**src/rtl/sdram_port_arbiter.sv**
```systemverilog
// ---------------------------------------------------------------------------
// sdram_port_arbiter
//   Shares one SDRAM controller port (valid/ready, 32-bit word) among
//   NUM_PORTS requesters. One request is granted at a time; its payload is
//   registered at grant and held stable for the whole controller access.
//   Read data and a one-cycle, one-hot ready pulse go back to the winner.
//
//   Optional feature macro: SDRAM_ARB_ROUND_ROBIN_EN
//     defined   : round-robin arbitration starting at rr_ptr
//     undefined : fixed priority, port 0 highest
//
// Parameters
//   NUM_PORTS   requester count, 2..4
//   ADDR_WIDTH  byte address width of the controller addr port
//
// Ports
//   clk        system clock (shared with the SDRAM controller)
//   reset      synchronous reset, active-high
//   req_valid  per-port request
//   req_addr   port p at [p*ADDR_WIDTH +: ADDR_WIDTH]
//   req_din    port p write data at [p*32 +: 32]
//   req_wmask  port p byte enables at [p*4 +: 4]; 0 = read
//   req_ready  one-cycle one-hot completion pulse
//   req_dout   read data, valid while req_ready pulses
//   grant_idx  current/last granted port
//   mem_valid  controller valid
//   mem_addr   controller address
//   mem_din    controller write data
//   mem_wmask  controller byte enables
//   mem_dout   controller read data
//   mem_ready  controller ready (high during init, then 1-cycle pulses)
// ---------------------------------------------------------------------------
module sdram_port_arbiter #(
    parameter int unsigned NUM_PORTS  = 3,
    parameter int unsigned ADDR_WIDTH = 25
) (
    input  logic                             clk,
    input  logic                             reset,
    input  logic [NUM_PORTS-1:0]             req_valid,
    input  logic [NUM_PORTS*ADDR_WIDTH-1:0]  req_addr,
    input  logic [NUM_PORTS*32-1:0]          req_din,
    input  logic [NUM_PORTS*4-1:0]           req_wmask,
    output logic [NUM_PORTS-1:0]             req_ready,
    output logic [31:0]                      req_dout,
    output logic [1:0]                       grant_idx,
    output logic                             mem_valid,
    output logic [ADDR_WIDTH-1:0]            mem_addr,
    output logic [31:0]                      mem_din,
    output logic [3:0]                       mem_wmask,
    input  logic [31:0]                      mem_dout,
    input  logic                             mem_ready
);

    localparam int unsigned DATA_W = 32;
    localparam int unsigned MASK_W = 4;
    localparam int unsigned IDX_W  = 2;

    typedef enum logic [1:0] {
        IDLE  = 2'd0,
        ISSUE = 2'd1,
        WAIT  = 2'd2,
        DONE  = 2'd3
    } state_t;

    state_t                 state;
    state_t                 state_nxt;

    logic [IDX_W-1:0]       win_idx;
    logic [ADDR_WIDTH-1:0]  sel_addr;
    logic [DATA_W-1:0]      sel_din;
    logic [MASK_W-1:0]      sel_wmask;

    logic [NUM_PORTS-1:0]   req_ready_nxt;
    logic [DATA_W-1:0]      req_dout_nxt;
    logic [IDX_W-1:0]       grant_idx_nxt;
    logic                   mem_valid_nxt;
    logic [ADDR_WIDTH-1:0]  mem_addr_nxt;
    logic [DATA_W-1:0]      mem_din_nxt;
    logic [MASK_W-1:0]      mem_wmask_nxt;

`ifdef SDRAM_ARB_ROUND_ROBIN_EN
    logic [IDX_W-1:0]       rr_ptr;
    logic [IDX_W-1:0]       rr_ptr_nxt;

    // Winner: valid port with the smallest circular distance from rr_ptr.
    always_comb begin
        int unsigned best_dist;
        int unsigned dist;
        win_idx   = '0;
        best_dist = NUM_PORTS;
        dist      = 0;
        for (int unsigned i = 0; i < NUM_PORTS; i++) begin
            dist = (i + NUM_PORTS - 32'(rr_ptr)) % NUM_PORTS;
            if (req_valid[i] && (dist < best_dist)) begin
                best_dist = dist;
                win_idx   = IDX_W'(i);
            end
        end
    end
`else
    // Winner: lowest-index valid port.
    always_comb begin
        logic found;
        win_idx = '0;
        found   = 1'b0;
        for (int unsigned i = 0; i < NUM_PORTS; i++) begin
            if (req_valid[i] && !found) begin
                found   = 1'b1;
                win_idx = IDX_W'(i);
            end
        end
    end
`endif

    // Payload of the current winner.
    always_comb begin
        sel_addr  = '0;
        sel_din   = '0;
        sel_wmask = '0;
        for (int unsigned i = 0; i < NUM_PORTS; i++) begin
            if (win_idx == IDX_W'(i)) begin
                sel_addr  = req_addr[i*ADDR_WIDTH +: ADDR_WIDTH];
                sel_din   = req_din[i*DATA_W +: DATA_W];
                sel_wmask = req_wmask[i*MASK_W +: MASK_W];
            end
        end
    end

    // Next state and next register values for all outputs.
    always_comb begin
        state_nxt     = state;
        req_ready_nxt = '0;
        req_dout_nxt  = req_dout;
        grant_idx_nxt = grant_idx;
        mem_valid_nxt = mem_valid;
        mem_addr_nxt  = mem_addr;
        mem_din_nxt   = mem_din;
        mem_wmask_nxt = mem_wmask;
`ifdef SDRAM_ARB_ROUND_ROBIN_EN
        rr_ptr_nxt    = rr_ptr;
`endif
        case (state)
            IDLE: begin
                if (|req_valid) begin
                    state_nxt     = ISSUE;
                    mem_valid_nxt = 1'b1;
                    mem_addr_nxt  = sel_addr;
                    mem_din_nxt   = sel_din;
                    mem_wmask_nxt = sel_wmask;
                    grant_idx_nxt = win_idx;
`ifdef SDRAM_ARB_ROUND_ROBIN_EN
                    rr_ptr_nxt    = (32'(win_idx) == NUM_PORTS - 1) ? '0
                                                                    : win_idx + IDX_W'(1);
`endif
                end
            end
            // A high mem_ready here is left over from init or the previous
            // completion; wait for it to drop before trusting the next pulse.
            ISSUE: begin
                if (!mem_ready) begin
                    state_nxt = WAIT;
                end
            end
            WAIT: begin
                if (mem_ready) begin
                    state_nxt     = DONE;
                    req_dout_nxt  = mem_dout;
                    mem_valid_nxt = 1'b0;
                    for (int unsigned i = 0; i < NUM_PORTS; i++) begin
                        req_ready_nxt[i] = (grant_idx == IDX_W'(i));
                    end
                end
            end
            DONE: begin
                state_nxt = IDLE;
            end
            default: begin
                state_nxt = IDLE;
            end
        endcase
    end

    // State and output registers.
    always_ff @(posedge clk) begin
        if (reset) begin
            state     <= IDLE;
            req_ready <= '0;
            req_dout  <= '0;
            grant_idx <= '0;
            mem_valid <= 1'b0;
            mem_addr  <= '0;
            mem_din   <= '0;
            mem_wmask <= '0;
`ifdef SDRAM_ARB_ROUND_ROBIN_EN
            rr_ptr    <= '0;
`endif
        end else begin
            state     <= state_nxt;
            req_ready <= req_ready_nxt;
            req_dout  <= req_dout_nxt;
            grant_idx <= grant_idx_nxt;
            mem_valid <= mem_valid_nxt;
            mem_addr  <= mem_addr_nxt;
            mem_din   <= mem_din_nxt;
            mem_wmask <= mem_wmask_nxt;
`ifdef SDRAM_ARB_ROUND_ROBIN_EN
            rr_ptr    <= rr_ptr_nxt;
`endif
        end
    end

endmodule
```
**config.mk**
```make
export PLATFORM = sky130hd
export DESIGN_NAME = sdram_port_arbiter
export DESIGN_NICKNAME = d
export VERILOG_FILES = /design/src/rtl/sdram_port_arbiter.sv
export SDC_FILE = /design/constraint.sdc
export NUM_CORES = 1
export LEC_CHECK = 0
export ABC_AREA = 1
export ABC_CLOCK_PERIOD_IN_PS = 1790
export CAP_MARGIN = 10
export CORE_AREA = 2 2 126 128
export DETAILED_ROUTE_END_ITERATION = 7
export DIE_AREA = 0 0 128 130
export PLACE_DENSITY = 0.73
export SKIP_CTS_REPAIR_TIMING = 1
export SLEW_MARGIN = 15
export SYNTH_ARGS = -nofsm -noshare
export SYNTH_HDL_FRONTEND = slang
export SYNTH_SLANG_ARGS = --single-unit
```
**constraint.sdc**
```tcl
create_clock -name clk -period 1.79 [get_ports clk]
set_input_delay 0.358 -clock clk [delete_from_list [all_inputs] [get_ports clk]]
set_output_delay 0.358 -clock clk [all_outputs]
set_load 0.03 [all_outputs]
```
==> impl_metrics.json <==
{
  "first_global_vias": 4989,
  "start_util_pct": 31.8,
  "drtIter0Drc": 251,
  "ctsHtreeMaxLevel": 3,
  "crit_chain": "clkdlybuf4s50_1",
  "max_freq_mhz": 568,
  "rsz0062_at_grt": "false",
  "clk_pin_slew_ns": 0.07,
  "rows": 46,
  "p_int_uw": 6510,
  "status": "completed",
  "post-place-ws_ns": -0.205,
  "yosysTopAreaCellShare_pct": 41.2,
  "syn_inst": 783,
  "sw_frac_of_total_pct": 40.8,
  "worstHoldPathType": "flip-flop to flip-flop",
  "clk_latency_ns": 0.34,
  "fp.coreArea_um2": 15400,
  "postPlaceCellArea_um2": 8290,
  "final_layout_size_suffix_gt1_share_pct": 3.59,
  "via_per_inst": 4.42,
  "criticalPathCategory": "flip-flop to output pin",
  "grt_usage_pct": 19.2,
  "fillCellCount": 1495,
  "first_pass_iters": 4,
  "synthDistinctLibCells": 22,
  "setup_ws_ns": 0.0289,
  "remaining_drc_errors": 0,
  "vias": 5654,
  "cts.sinks": 101,
  "cpPeakStageDelay_ns": 0.71,
  "p_sw_uw": 4490,
  "yosys.area.top_type": "dfxtp_1",
  "final.setup_skew_ns": 0.00586,
  "antenna_cells": 0,
  "finalHoldViolCount": 0,
  "cap_viol_max_count": 0,
  "final_nets": 1307,
  "slowest_stage": "clkdlybuf4s50_1",
  "dp_cells": 1263,
  "crit_fanout": 2,
  "gr-total-overflow": 0,
  "comb_power_share_pct": 51.7,
  "crit_path_end_kind": "output pin",
  "ant_nets": 0,
  "layout_common_cells": "nand2_1, clkdlybuf4s50_1, nor2_1",
  "finalSetupViolCount": 0,
  "cts_made_buffers": 9,
  "syn-num-nets": 1008,
  "ys_seq_elements": 101,
  "final_cell_area_um2": 8610,
  "die_w_um": 128,
  "cp-start-kind": "flip-flop",
  "worstMarginPinSlew_ns": 0.415,
  "fin_util_pct": 55.8,
  "grt_pass1_wl_um": 25200,
  "gp_congestion": 0.856,
  "die_area_um2": 16600,
  "synth_area_leaders": "dfxtp_1, nand2_1, nor2_1",
  "grt_max_degree": 52,
  "timing.final.crit_share_pct": 98.4,
  "die_h_um": 130,
  "power.leakage_uw": 0.00379,
  "synth_area_per_cell_um2": 6.26,
  "power_frac_seq_pct": 29.8,
  "ctsRootBufferMaster": "clkbuf_16",
  "r2r_slack_ns": 0.23,
  "wl_um": 16500,
  "numPortBuffers": 319,
  "crit_family": "buffers and inverters",
  "final_common_cell": "nand2_1",
  "area_delta_synth_final_pct": 75.7,
  "antenna_found_initial": 0,
  "drv_slew": 0,
  "yosysWarnings": 0,
  "clk_path_buf_depth": 2,
  "fin_crit_ns": 1.76,
  "cts_tree": "done",
  "top_level_ports": 320,
  "synth_area_um2": 4900,
  "slew_headroom_pct": 72.3,
  "fin_cells": 1279,
  "crit_arrival_ns": 1.40,
  "wl_per_cell_um": 12.9,
  "crit_required_ns": 1.43,
  "pwr-share-clk_pct": 18.5,
  "ir_drop_mv": 0.674,
  "hpwlAfterDp_um": 12400,
  "power_density_nw_per_um2": 1280,
  "crit_buf_inv": 1,
  "yosysSeqAreaShare_pct": 41.2
}
## power by group through the flow
stage	sequential, uW	combinational (uW)	clock, uW
finish	3280	5690	2040
global route	3370	6200	2190
CTS	3300	5740	2110
detailed placement	3330	5730	0
global placement	3320	5680	0
floorplan	4700	2050	0
## registers in the layout, indices dropped and copies added, names as in the netlist
| register | flops |
|---|---|
| grant_idx | 2 |
| mem_din | 32 |
| mem_addr | 25 |
| req_dout | 32 |
| req_ready | 3 |
| mem_valid | 1 |
| mem_wmask | 4 |
| state | 2 |
## worst register-to-register path, delay by kind of cell, from the launching register on
family | cells | cell delay (ns)
buffers and inverters | 3 | 0.51
AO/OA/AOI/OAI | 1 | 0.21
AND/OR/NAND/NOR | 3 | 0.23
flip-flops | 1 | 0.31
adder cells (fa/ha/maj) | 1 | 0.19
## path summary, 6_finish.rpt
kind / startpoint / depth (start not counted) / end
hold / removal: req_dout[24] / 2 / req_dout[24]
setup reg to reg: state[0] / 8 / mem_addr[9]
setup / recovery: mem_valid / 1 / mem_valid
hold reg to reg: req_dout[24] / 2 / req_dout[24]
## final cells by class
type | count | area (um^2) | share of cell area, %
clock inverters | 5 | 63.8 | 0.741
inverters | 12 | 45.0 | 0.523
repair buffers | 335 | 3460 | 40.1
multi-input cells | 623 | 2540 | 29.5
well taps | 192 | 240 | 2.79
flip-flops and latches | 101 | 2020 | 23.5
clock buffers | 11 | 243 | 2.82
## metal layers
metal / track usage (%) / share of wire [%] / up-vias
li1: - / - / 3010
met1: 22.1 / 42 / 2411
met2: 34.3 / 48 / 210
met3: 5.33 / 7.3 / 23
met4: 6.72 / 2.1 / 0
met5: 0 / 0 / -
## metrics by stage
stage | hold slack [ns] | setup TNS [ns] | total power, uW
2_1_floorplan | 0.427 | 0 | 6750
3_3_place_gp | 0.453 | -6.96 | 9000
3_5_place_dp | 0.467 | -9.03 | 9060
4_1_cts | 0.487 | -0.162 | 11200
5_1_grt | 0.501 | 0 | 11800
6_report | 0.484 | 0 | 11000
## cell usage after synthesis
master,instances
a21oi_1,3
a21oi_4,1
buf_1,3
buf_2,18
buf_6,13
clkbuf_1,12
clkbuf_2,1
dfxtp_1,101
ha_1,4
inv_1,10
inv_2,2
nand2_1,321
nand3_1,3
nand4_1,1
nor2_1,191
nor2_2,1
nor3_1,2
nor3_4,1
o21ai_0,91
o21ai_1,2
o21ai_2,1
or2_2,1
## cell families (layout without fill, tap and decap cells)
logic type	Yosys count	in the layout	synth area share (%)
simple gates	521	521	40.4
flops	101	101	41.2
compound gates	98	98	10.3
buf+inv	59	363	6.99
fa+ha+maj	4	4	1.02
Note: power is estimated with default switching activity, not from simulation.
